$ cat config.mk
export PLATFORM = sky130hd
export DESIGN_NAME = ecall_console_tx
export DESIGN_NICKNAME = d
export VERILOG_FILES = /design/src/rtl/ecall_console_tx.sv
export SDC_FILE = /design/constraint.sdc
export NUM_CORES = 1
export LEC_CHECK = 0
export ABC_AREA = 1
export CAP_MARGIN = 0
export CORE_ASPECT_RATIO = 1.25
export CORE_UTILIZATION = 55
export DETAILED_ROUTE_END_ITERATION = 12
export PLACE_DENSITY = 0.74
export SYNTH_ARGS = -nofsm -noshare
export SYNTH_HDL_FRONTEND = slang
export SYNTH_SLANG_ARGS = --single-unit
$ cat constraint.sdc
create_clock -name clk -period 5.5 [get_ports clk]
set_input_delay 1.1 -clock clk [delete_from_list [all_inputs] [get_ports clk]]
set_output_delay 1.1 -clock clk [all_outputs]
set_load 0.03 [all_outputs]
$ cat src/rtl/ecall_console_tx.sv
// ECALL putchar/halt service: character FIFO feeding a UART transmitter, with halt acknowledged only once drained.
// Define CONSOLE_PARITY_EN to append an even-parity bit between the data bits and the stop bit.
module ecall_console_tx #(
    parameter int CLKS_PER_BIT = 16,
    parameter int FIFO_DEPTH   = 8
) (
    input  logic                            clk,
    input  logic                            rst,
    input  logic                            putc_valid,
    input  logic [7:0]                      putc_char,
    output logic                            putc_ready,
    input  logic                            halt_req,
    output logic                            halt_done,
    output logic                            uart_tx,
    output logic                            busy,
    output logic [$clog2(FIFO_DEPTH):0]     fifo_count
);
    localparam int PTR_W  = $clog2(FIFO_DEPTH);
    localparam int CNT_W  = PTR_W + 1;
    localparam int BAUD_W = $clog2(CLKS_PER_BIT);

    typedef enum logic [2:0] {
        ST_IDLE,
        ST_START,
        ST_DATA,
        ST_PARITY,
        ST_STOP
    } state_t;

    logic [7:0]        mem [FIFO_DEPTH];
    logic [PTR_W-1:0]  wr_ptr_reg;
    logic [PTR_W-1:0]  rd_ptr_reg;
    logic [CNT_W-1:0]  count_reg;
    logic              halt_pending_reg;
    logic              halt_done_reg;

    state_t            state_reg;
    logic [BAUD_W-1:0] baud_reg;
    logic [2:0]        bit_reg;
    logic [7:0]        data_reg;
    logic              tx_reg;

    logic              push;
    logic              pop;
    logic              fifo_empty;
    logic              baud_last;
    logic [2:0]        bit_next;

    assign fifo_empty = (count_reg == '0);
    assign putc_ready = (count_reg != CNT_W'(FIFO_DEPTH)) && !halt_pending_reg;
    assign push       = putc_valid && putc_ready;
    assign baud_last  = (baud_reg == BAUD_W'(CLKS_PER_BIT - 1));
    assign bit_next   = bit_reg + 3'd1;
    // The head is popped either from IDLE or at the last cycle of a stop bit, so frames chain without a gap.
    assign pop        = !fifo_empty &&
                        ((state_reg == ST_IDLE) || ((state_reg == ST_STOP) && baud_last));

    assign uart_tx    = tx_reg;
    assign busy       = !fifo_empty || (state_reg != ST_IDLE);
    assign halt_done  = halt_done_reg;
    assign fifo_count = count_reg;

    always_ff @(posedge clk) begin
        if (push) begin
            mem[wr_ptr_reg] <= putc_char;
        end
    end

    always_ff @(posedge clk) begin
        if (rst) begin
            wr_ptr_reg       <= '0;
            rd_ptr_reg       <= '0;
            count_reg        <= '0;
            halt_pending_reg <= 1'b0;
            halt_done_reg    <= 1'b0;
        end else begin
            if (push) begin
                wr_ptr_reg <= wr_ptr_reg + PTR_W'(1);
            end
            if (pop) begin
                rd_ptr_reg <= rd_ptr_reg + PTR_W'(1);
            end
            case ({push, pop})
                2'b10:   count_reg <= count_reg + CNT_W'(1);
                2'b01:   count_reg <= count_reg - CNT_W'(1);
                default: count_reg <= count_reg;
            endcase
            if (halt_req) begin
                halt_pending_reg <= 1'b1;
            end
            if (halt_pending_reg && fifo_empty && (state_reg == ST_IDLE)) begin
                halt_done_reg <= 1'b1;
            end
        end
    end

    always_ff @(posedge clk) begin
        if (rst) begin
            state_reg <= ST_IDLE;
            baud_reg  <= '0;
            bit_reg   <= '0;
            data_reg  <= '0;
            tx_reg    <= 1'b1;
        end else begin
            case (state_reg)
                ST_IDLE: begin
                    baud_reg <= '0;
                    if (pop) begin
                        data_reg  <= mem[rd_ptr_reg];
                        state_reg <= ST_START;
                        tx_reg    <= 1'b0;
                    end
                end
                ST_START: begin
                    if (baud_last) begin
                        baud_reg  <= '0;
                        bit_reg   <= '0;
                        state_reg <= ST_DATA;
                        tx_reg    <= data_reg[0];
                    end else begin
                        baud_reg <= baud_reg + BAUD_W'(1);
                    end
                end
                ST_DATA: begin
                    if (baud_last) begin
                        baud_reg <= '0;
                        if (bit_reg == 3'd7) begin
`ifdef CONSOLE_PARITY_EN
                            state_reg <= ST_PARITY;
                            tx_reg    <= ^data_reg;
`else
                            state_reg <= ST_STOP;
                            tx_reg    <= 1'b1;
`endif
                        end else begin
                            bit_reg <= bit_next;
                            tx_reg  <= data_reg[bit_next];
                        end
                    end else begin
                        baud_reg <= baud_reg + BAUD_W'(1);
                    end
                end
                ST_PARITY: begin
                    if (baud_last) begin
                        baud_reg  <= '0;
                        state_reg <= ST_STOP;
                        tx_reg    <= 1'b1;
                    end else begin
                        baud_reg <= baud_reg + BAUD_W'(1);
                    end
                end
                ST_STOP: begin
                    if (baud_last) begin
                        baud_reg <= '0;
                        if (pop) begin
                            data_reg  <= mem[rd_ptr_reg];
                            state_reg <= ST_START;
                            tx_reg    <= 1'b0;
                        end else begin
                            state_reg <= ST_IDLE;
                            tx_reg    <= 1'b1;
                        end
                    end else begin
                        baud_reg <= baud_reg + BAUD_W'(1);
                    end
                end
                default: begin
                    state_reg <= ST_IDLE;
                    tx_reg    <= 1'b1;
                end
            endcase
        end
    end
endmodule

==> impl_metrics.json, run 1 <==
{
  "postCtsSetupBuffers": 0,
  "max_stage_delay_ns": 0.66,
  "startpoint_type": "flop",
  "wl_per_cell_um": 14.8,
  "synth-edff-count": 64,
  "cts_buffer_depth": 2,
  "relSlewSlack": 0.242,
  "worst_ep_required_time_ns": 4.40,
  "period_share": 0.543,
  "cts_made_buffers": 9,
  "combPwrFrac": 0.363,
  "grt_pass1_vias": 2773,
  "worstSetupPathType": "reg -> out",
  "power-per-cell-area_mw_per_mm2": 492,
  "worst_pin_slew_ns": 1.14,
  "final_util": 0.633,
  "status": "complete, no violations",
  "setup-tns-final_ns": 0,
  "ys_seq_elements": 98,
  "firstDrtPassIters": 4,
  "synth_area_leaders": "edfxtp_1, dfxtp_1, nand2_1, nand3_1, nor2_1",
  "synth.avg_cell_area_um2": 10.2,
  "grt_max_degree": 34,
  "cts_sinks": 98,
  "die_w_um": 81.4,
  "clock.fmax_ghz": 0.335,
  "drt-total-wl_um": 7950,
  "insertion_delay_ns": 0.36,
  "grt_overflow": 0,
  "drt_iter0_drc": 203,
  "hpwl_um": 5080,
  "dp_cells": 521,
  "yosysWarnings": 0,
  "coreArea_mm2": 0.00749,
  "holdCritPathClass": "reg -> reg",
  "antenna_cells": 0,
  "ys_seq_area_frac": 0.601,
  "yosys.cell_count.top_type": "nand2_1",
  "hold_viol": 0,
  "leakage_nw": 1.78,
  "root_buffer": "clkbuf_8",
  "critPathCaptureType": "output port",
  "rsz0062_at_grt": "no",
  "ys_types": 36,
  "seq_power_share": 0.430,
  "p_int_mw": 1.40,
  "cap_violations": 0,
  "cp_top_family": "buffers and inverters",
  "post-route-min-period_ns": 2.99,
  "synth_top_area_frac": 0.444,
  "netSwitchingFraction": 0.400,
  "power_mw": 2.33,
  "setup_ws_ns": 2.51,
  "grt_usage": 0.213,
  "maxSlewViolCount": 0,
  "yosysTopAreaCell": "edfxtp_1",
  "num_rows": 35,
  "dieHeight_um": 101,
  "cts_tree": "done",
  "gp_congestion": 0.760,
  "syn_area_mm2": 0.00433,
  "routed-via-count": 2913,
  "async_reset_ff_frac": 0,
  "largest_reg_flops": 64,
  "drive_gt1_frac": 0.144,
  "path_cells": "inv_2 > nand2_1 > nor2_1 > nand2_4 > clkdlybuf4s50_1",
  "netlist_top_cells_count": "nand2_1, nand3_1, edfxtp_1",
  "start_util": 0.578,
  "htreeDepth": 3,
  "io_pins": 20,
  "ant_nets": 0,
  "synth_fp_nets": 446,
  "synthFlopType": "edfxtp_1",
  "postSynthCellCount": 426,
  "power_switching_mw": 0.932,
  "finClkSkew_ns": 0.00989,
  "nNetsFinal": 460,
  "cp.arrival_ns": 1.89,
  "hold_buffers": 0,
  "syn_to_final_growth_pct": 9.57,
  "power_frac_clock": 0.207,
  "routed_via_density": 5.42,
  "finalSetupViolations": 0,
  "antenna_found_initial": 0,
  "cp_slowest_cell": "clkdlybuf4s50_1",
  "stdcell_count": 537,
  "io_buffers": 19,
  "dp_slack_ns": 2.34,
  "ctsResizeCount": 0,
  "vdd_ir_drop_max_mv": 0.343,
  "path_clk_slew_ns": 0.09,
  "die_area_mm2": 0.00823,
  "cp_max_fo": 7,
  "drc": 0,
  "grt_first_pass_wirelength_um": 12600,
  "critPathBufInv": 2
}
-- stage by stage --
stage	hold WS, ns	cell area [um2]
CTS	0.464	4740
finish	0.464	4740
global route	0.496	4740
global placement	0.444	4540
detailed placement	0.452	4540
floorplan	0.437	4330
-- worst min-delay path, cell delays in order, from the launching register on --
cell     delay (ns)
dfxtp_1        0.32
inv_1          0.06
a21oi_2        0.05
-- final timing paths --
| check | from | end | slack [ns] | cells after the start |
|---|---|---|---|---|
| worst max-delay path | state_reg[0] | busy | 2.51 | 5 |
| worst min-delay path | rd_ptr_reg[2] | flop | 0.46 | 2 |
| worst min register to register | rd_ptr_reg[2] | flop | 0.46 | 2 |
| worst max register to register | flop | data_reg[7] | 2.74 | 7 |
-- per-layer routing --
metal,GRT usage,share of wire,vias up
li1,-,-,1469
met1,0.253,0.43,1369
met2,0.363,0.52,62
met3,0.0441,0.037,13
met4,0.104,0.017,0
met5,0,0,-
-- power groups by stage --
stage | Sequential [mW] | Clock, mW | Combinational, mW
5_1_grt | 1.02 | 0.515 | 0.957
3_3_place_gp | 1.02 | 0 | 0.823
3_5_place_dp | 1.02 | 0 | 0.841
4_1_cts | 1.00 | 0.488 | 0.849
2_1_floorplan | 0.980 | 0 | 0.728
6_report | 1.00 | 0.483 | 0.847
-- area by class of cell --
class / count / area (um2)
clock buffer: 9 / 124
clock inverter: 7 / 83.8
fill: 599 / 2750
inverter: 37 / 144
multi-input combinational: 275 / 1480
sequential: 98 / 2600
tap: 92 / 115
timing repair buffer: 19 / 190
-- cell usage in the layout (no fill, tap or decap), types with 3 or more instances in the layout --
cell type / count
a21oi_1: 18
clkbuf_8: 9
clkdlybuf4s50_1: 19
dfxtp_1: 34
edfxtp_1: 64
ha_1: 8
inv_1: 21
inv_2: 13
inv_6: 3
nand2_1: 103
nand2_2: 4
nand2_4: 6
nand3_1: 65
nand3_2: 8
nor2_1: 28
o211ai_2: 7
o21ai_0: 4
o21ai_1: 5
xor2_1: 3
-- cell families after synthesis --
kind of cell	count (synthesis)	share of synthesized area
fa+ha+maj	8	0.0231
buf+inv	53	0.0561
xor+xnor	4	0.00809
compound gates	41	0.0671
flops	98	0.601
simple gates	222	0.245
Note: power is estimated with default switching activity, not from simulation.
==> run 2: changes to the inputs <==
clock period = 3 ns   (was 5.5 ns; I/O delays follow)
==> impl_metrics.json, run 2 (same netlist as run 1, synthesis figures left out) <==
{
  "power-per-cell-area_mw_per_mm2": 885,
  "r2r-start": "baud_reg[0]",
  "crit_start": "state_reg[0]",
  "grt_usage": 0.225,
  "startpoint_type": "flop",
  "drt_iter0_drc": 150,
  "critPathCaptureType": "output port",
  "period_share": 0.845,
  "firstDrtPassIters": 4,
  "io_buffers": 19,
  "ctsResizeCount": 0,
  "netSwitchingFraction": 0.406,
  "reg2regPathDepth": 12,
  "dp_slack_ns": 0.586,
  "num_rows": 35,
  "routed_via_density": 5.36,
  "antenna_found_initial": 0,
  "wl_per_cell_um": 15.0,
  "dieHeight_um": 101,
  "combPwrFrac": 0.388,
  "gp_congestion": 0.780,
  "status": "complete, no violations",
  "maxSlewViolCount": 0,
  "holdCritPathClass": "reg -> reg",
  "start_util": 0.578,
  "grt_pass1_vias": 2897,
  "cp_max_fo": 7,
  "cts_buffer_depth": 2,
  "die_area_mm2": 0.00823,
  "post-route-min-period_ns": 2.54,
  "hpwl_um": 5610,
  "final_util": 0.636,
  "postCtsSetupBuffers": 0,
  "rsz0062_at_grt": "no",
  "final_common_cell": "nand2_1",
  "rrSetupSlack_ns": 0.74,
  "hold_buffers": 0,
  "largest_reg_flops": 64,
  "cts_sinks": 98,
  "io_pins": 20,
  "die_w_um": 81.4,
  "worstSetupPathType": "reg -> out",
  "power_frac_clock": 0.191,
  "drive_gt1_frac": 0.153,
  "ant_nets": 0,
  "vdd_ir_drop_max_mv": 0.670,
  "setup_ws_ns": 0.465,
  "drc": 0,
  "clock.fmax_ghz": 0.394,
  "power_switching_mw": 1.71,
  "r2r_end": "fifo_count[3]",
  "insertion_delay_ns": 0.37,
  "finClkSkew_ns": 0.0118,
  "endpoint": "busy",
  "final_cell_mix": "nand2_1, nand3_1, edfxtp_1, dfxtp_1, nor2_1",
  "htreeDepth": 3,
  "root_buffer": "clkbuf_8",
  "worst_pin_slew_ns": 0.912,
  "grt_first_pass_wirelength_um": 13600,
  "seq_power_share": 0.421,
  "syn_to_final_growth_pct": 10.1,
  "grt_overflow": 0,
  "grt_max_degree": 34,
  "antenna_cells": 0,
  "hold-worst-slack_ns": 0.474,
  "path_clk_slew_ns": 0.09,
  "leakage_nw": 1.80,
  "p_int_mw": 2.51,
  "cp.arrival_ns": 1.94,
  "coreArea_mm2": 0.00749,
  "relSlewSlack": 0.391,
  "hold_viol": 0,
  "nNetsFinal": 466,
  "finalSetupViolations": 0,
  "cts_tree": "done",
  "cap_violations": 0,
  "worst_ep_required_time_ns": 2.40,
  "power_mw": 4.22,
  "setup-tns-final_ns": 0,
  "routed-via-count": 2910,
  "drt-total-wl_um": 8120,
  "cts_made_buffers": 9
}
==> run 2: how the worst min path moves through the flow <==
stage                          endpoint     startpoint  slack (ns)  depth (start not counted)
after floorplan                    flop  rd_ptr_reg[2]        0.44                          2
after global placement    rd_ptr_reg[2]  rd_ptr_reg[2]        0.45                          2
after detailed placement  rd_ptr_reg[2]  rd_ptr_reg[2]        0.45                          2
after CTS                 rd_ptr_reg[2]  rd_ptr_reg[2]        0.47                          2
after global routing      rd_ptr_reg[2]  rd_ptr_reg[2]        0.50                          2
final                     rd_ptr_reg[2]  rd_ptr_reg[2]        0.47                          2
==> run 2: power by group through the flow <==
stage | logic [mW] | clock network, mW | registers [mW]
after floorplan | 1.33 | 0 | 1.80
after global placement | 1.59 | 0 | 1.80
after detailed placement | 1.63 | 0 | 1.80
after CTS | 1.64 | 0.818 | 1.77
after global routing | 1.83 | 0.873 | 1.80
final | 1.64 | 0.807 | 1.77
==> run 2: worst max-delay path, stage by stage (launching register included) <==
cell	delay [ns]
dfxtp_1	0.52
inv_2	0.07
nand2_1	0.10
nor2_1	0.09
nand2_4	0.12
clkdlybuf4s50_1	0.67
==> run 2: per-stage QoR <==
step	std cells	cell area, um2
detailed placement	527	4580
floorplan	426	4330
CTS	543	4760
global placement	527	4580
finish	543	4760
global route	543	4760
==> run 2: final cells by class <==
| class | instances | area (um2) |
|---|---|---|
| Fill cell | 605 | 2720 |
| Clock buffer | 10 | 128 |
| Sequential cell | 98 | 2600 |
| Tap cell | 92 | 115 |
| Multi-Input combinational cell | 275 | 1480 |
| Timing Repair Buffer | 25 | 235 |
| Inverter | 37 | 144 |
| Clock inverter | 6 | 56.3 |
==> run 2: layer usage <==
layer	wire (um)	part of all wire	vias up	GRT usage
met3	263	0.032	16	0.0396
li1	-	-	1485	-
met2	4210	0.52	53	0.388
met5	0	0	-	0
met4	184	0.023	0	0.100
met1	3460	0.43	1356	0.271
==> run 3: changes to the inputs <==
CORE_UTILIZATION = 54   (was 55)
PLACE_DENSITY = 0.75   (was 0.74)
clock period = 2.05 ns   (was 3 ns; I/O delays follow)
==> impl_metrics.json, run 3 (same netlist as run 1, synthesis figures left out) <==
{
  "status": "complete, no violations",
  "routed_via_density": 5.27,
  "hold_buffers": 0,
  "insertion_delay_ns": 0.35,
  "fin_area_mm2": 0.00494,
  "period_share": 0.956,
  "worstHoldPathCells": 2,
  "grt_overflow": 0,
  "drive_gt1_frac": 0.206,
  "io_buffers": 19,
  "cts_made_buffers": 9,
  "hold_end": "halt_done",
  "final_cell_mix": "nand2_1, nand3_1, edfxtp_1, dfxtp_1, nor2_1",
  "grt_pass1_vias": 2833,
  "grt_usage": 0.208,
  "cp.arrival_ns": 2.22,
  "syn_to_final_growth_pct": 14.1,
  "cp_slowest_cell": "dfxtp_4",
  "dieHeight_um": 102,
  "clock.fmax_ghz": 0.510,
  "path_clk_slew_ns": 0.10,
  "num_rows": 36,
  "reg2regPathDepth": 11,
  "finClkSkew_ns": 0.0118,
  "worst_pin_slew_ns": 0.580,
  "vdd_ir_drop_max_mv": 1.16,
  "ant_nets": 0,
  "setup_ws_ns": 0.0903,
  "rrSetupSlack_ns": 0.09,
  "cts_tree": "done",
  "finalSetupViolations": 0,
  "hold_viol": 0,
  "grt_first_pass_wirelength_um": 13000,
  "leakage_nw": 1.89,
  "grt_max_degree": 33,
  "dp_slack_ns": -0.0859,
  "maxSlewViolCount": 0,
  "coreArea_mm2": 0.00779,
  "nNetsFinal": 481,
  "io_pins": 20,
  "relSlewSlack": 0.613,
  "stdcell_count": 561,
  "antenna_cells": 0,
  "postCtsSetupBuffers": 0,
  "htreeDepth": 3,
  "post-route-min-period_ns": 1.96,
  "r2r-start": "fifo_count[0]",
  "hp-start": "halt_done",
  "gp_congestion": 0.828,
  "die_w_um": 82.1,
  "final_common_cell": "nand2_1",
  "cap_violations": 0,
  "r2r_end": "fifo_count[2]",
  "startpoint_type": "flop",
  "holdCritPathClass": "reg -> reg",
  "max_stage_delay_ns": 0.38,
  "hold-worst-slack_ns": 0.481,
  "antenna_found_initial": 0,
  "worst_ep_required_time_ns": 2.31,
  "critPathBufInv": 2,
  "power-per-cell-area_mw_per_mm2": 1280,
  "worstSetupPathType": "reg -> reg",
  "cp_top_family": "simple AND/OR/NAND/NOR gates",
  "drt_iter0_drc": 172,
  "firstDrtPassIters": 4,
  "die_area_mm2": 0.00838,
  "largest_reg_flops": 64,
  "cts_buffer_depth": 2,
  "drc": 0,
  "final_util": 0.634,
  "hpwl_um": 5540,
  "wl_per_cell_um": 14.1,
  "path_cells": "nor2_2 > nand3_1 > nand3_2 > inv_4 > ha_4 > xor2_2 > ha_1 > a21oi_1 > xnor2_1 > o21ai_0 > inv_1",
  "cp_max_fo": 6,
  "crit_cells": 11,
  "dp_cells": 545,
  "cts_sinks": 98,
  "root_buffer": "clkbuf_8",
  "start_util": 0.556,
  "routed-via-count": 2956,
  "placed_area_mm2": 0.00475,
  "drt-total-wl_um": 7890,
  "critPathCaptureType": "flop"
}
==> run 3: cell types whose count changed in the layout (fill, tap and decap cells not counted), sizes merged <==
cell,previous run,this run
clkinvlp,1,0
dlygate4sd2,0,1
inv,40,39
clkdlybuf4s50,19,17
buf,6,21
clkinv,2,5
==> run 3: power by group <==
group	switching (mW)	internal [mW]	leakage, nW	total [mW]
Clock	0.696	0.465	0.0953	1.16
Sequential	0.217	2.37	0.861	2.59
Combinational	1.62	0.948	0.930	2.57
Total	2.53	3.79	1.89	6.32
==> run 3: area by class of cell <==
type	instances	area, um2
clock inverters	7	61.3
multi-input cells	275	1540
clock buffers	9	124
flip-flops and latches	98	2620
inverters	37	144
well taps	95	119
repair buffers	40	342
fillers	619	2850
==> run 3: worst max path at each step <==
stage,startpoint,to,slack [ns]
after floorplan,fifo_count[2],fifo_count[2],0.007
after global placement,putc_valid,fifo_count[2],0.03
after detailed placement,putc_valid,fifo_count[2],-0.09
after CTS,fifo_count[0],busy,0.02
after global routing,baud_reg[1],fifo_count[3],-0.004
final,fifo_count[0],fifo_count[2],0.09
==> run 3: worst register-to-register path, stage by stage, from the launching register on <==
cell and delay [ns]:
dfxtp_4 0.38, nor2_2 0.18, nand3_1 0.13, nand3_2 0.12, inv_4 0.05, ha_4 0.16, xor2_2 0.18, ha_1 0.18
a21oi_1 0.18, xnor2_1 0.10, o21ai_0 0.15, inv_1 0.05
==> run 3: timing repair <==
item | CTS | global route
gates cloned | 0 | 0
gates resized for setup | 3 | 5
endpoints found under the setup margin | 2 | 3
hold endpoints to repair | 0 | 0
==> run 3: through the flow <==
step,setup TNS (ns),power (mW)
after floorplan,0,4.65
after global routing,-0.00439,6.74
after CTS,0,6.34
after global placement,0,5.09
final,0,6.32
after detailed placement,-0.0859,5.20
==> run 3: per-layer routing <==
layer	GRT usage	vias up	wire length [um]
li1	-	1519	-
met1	0.245	1359	3320
met2	0.362	65	4090
met3	0.0500	13	366
met4	0.0810	0	117
met5	0	-	0
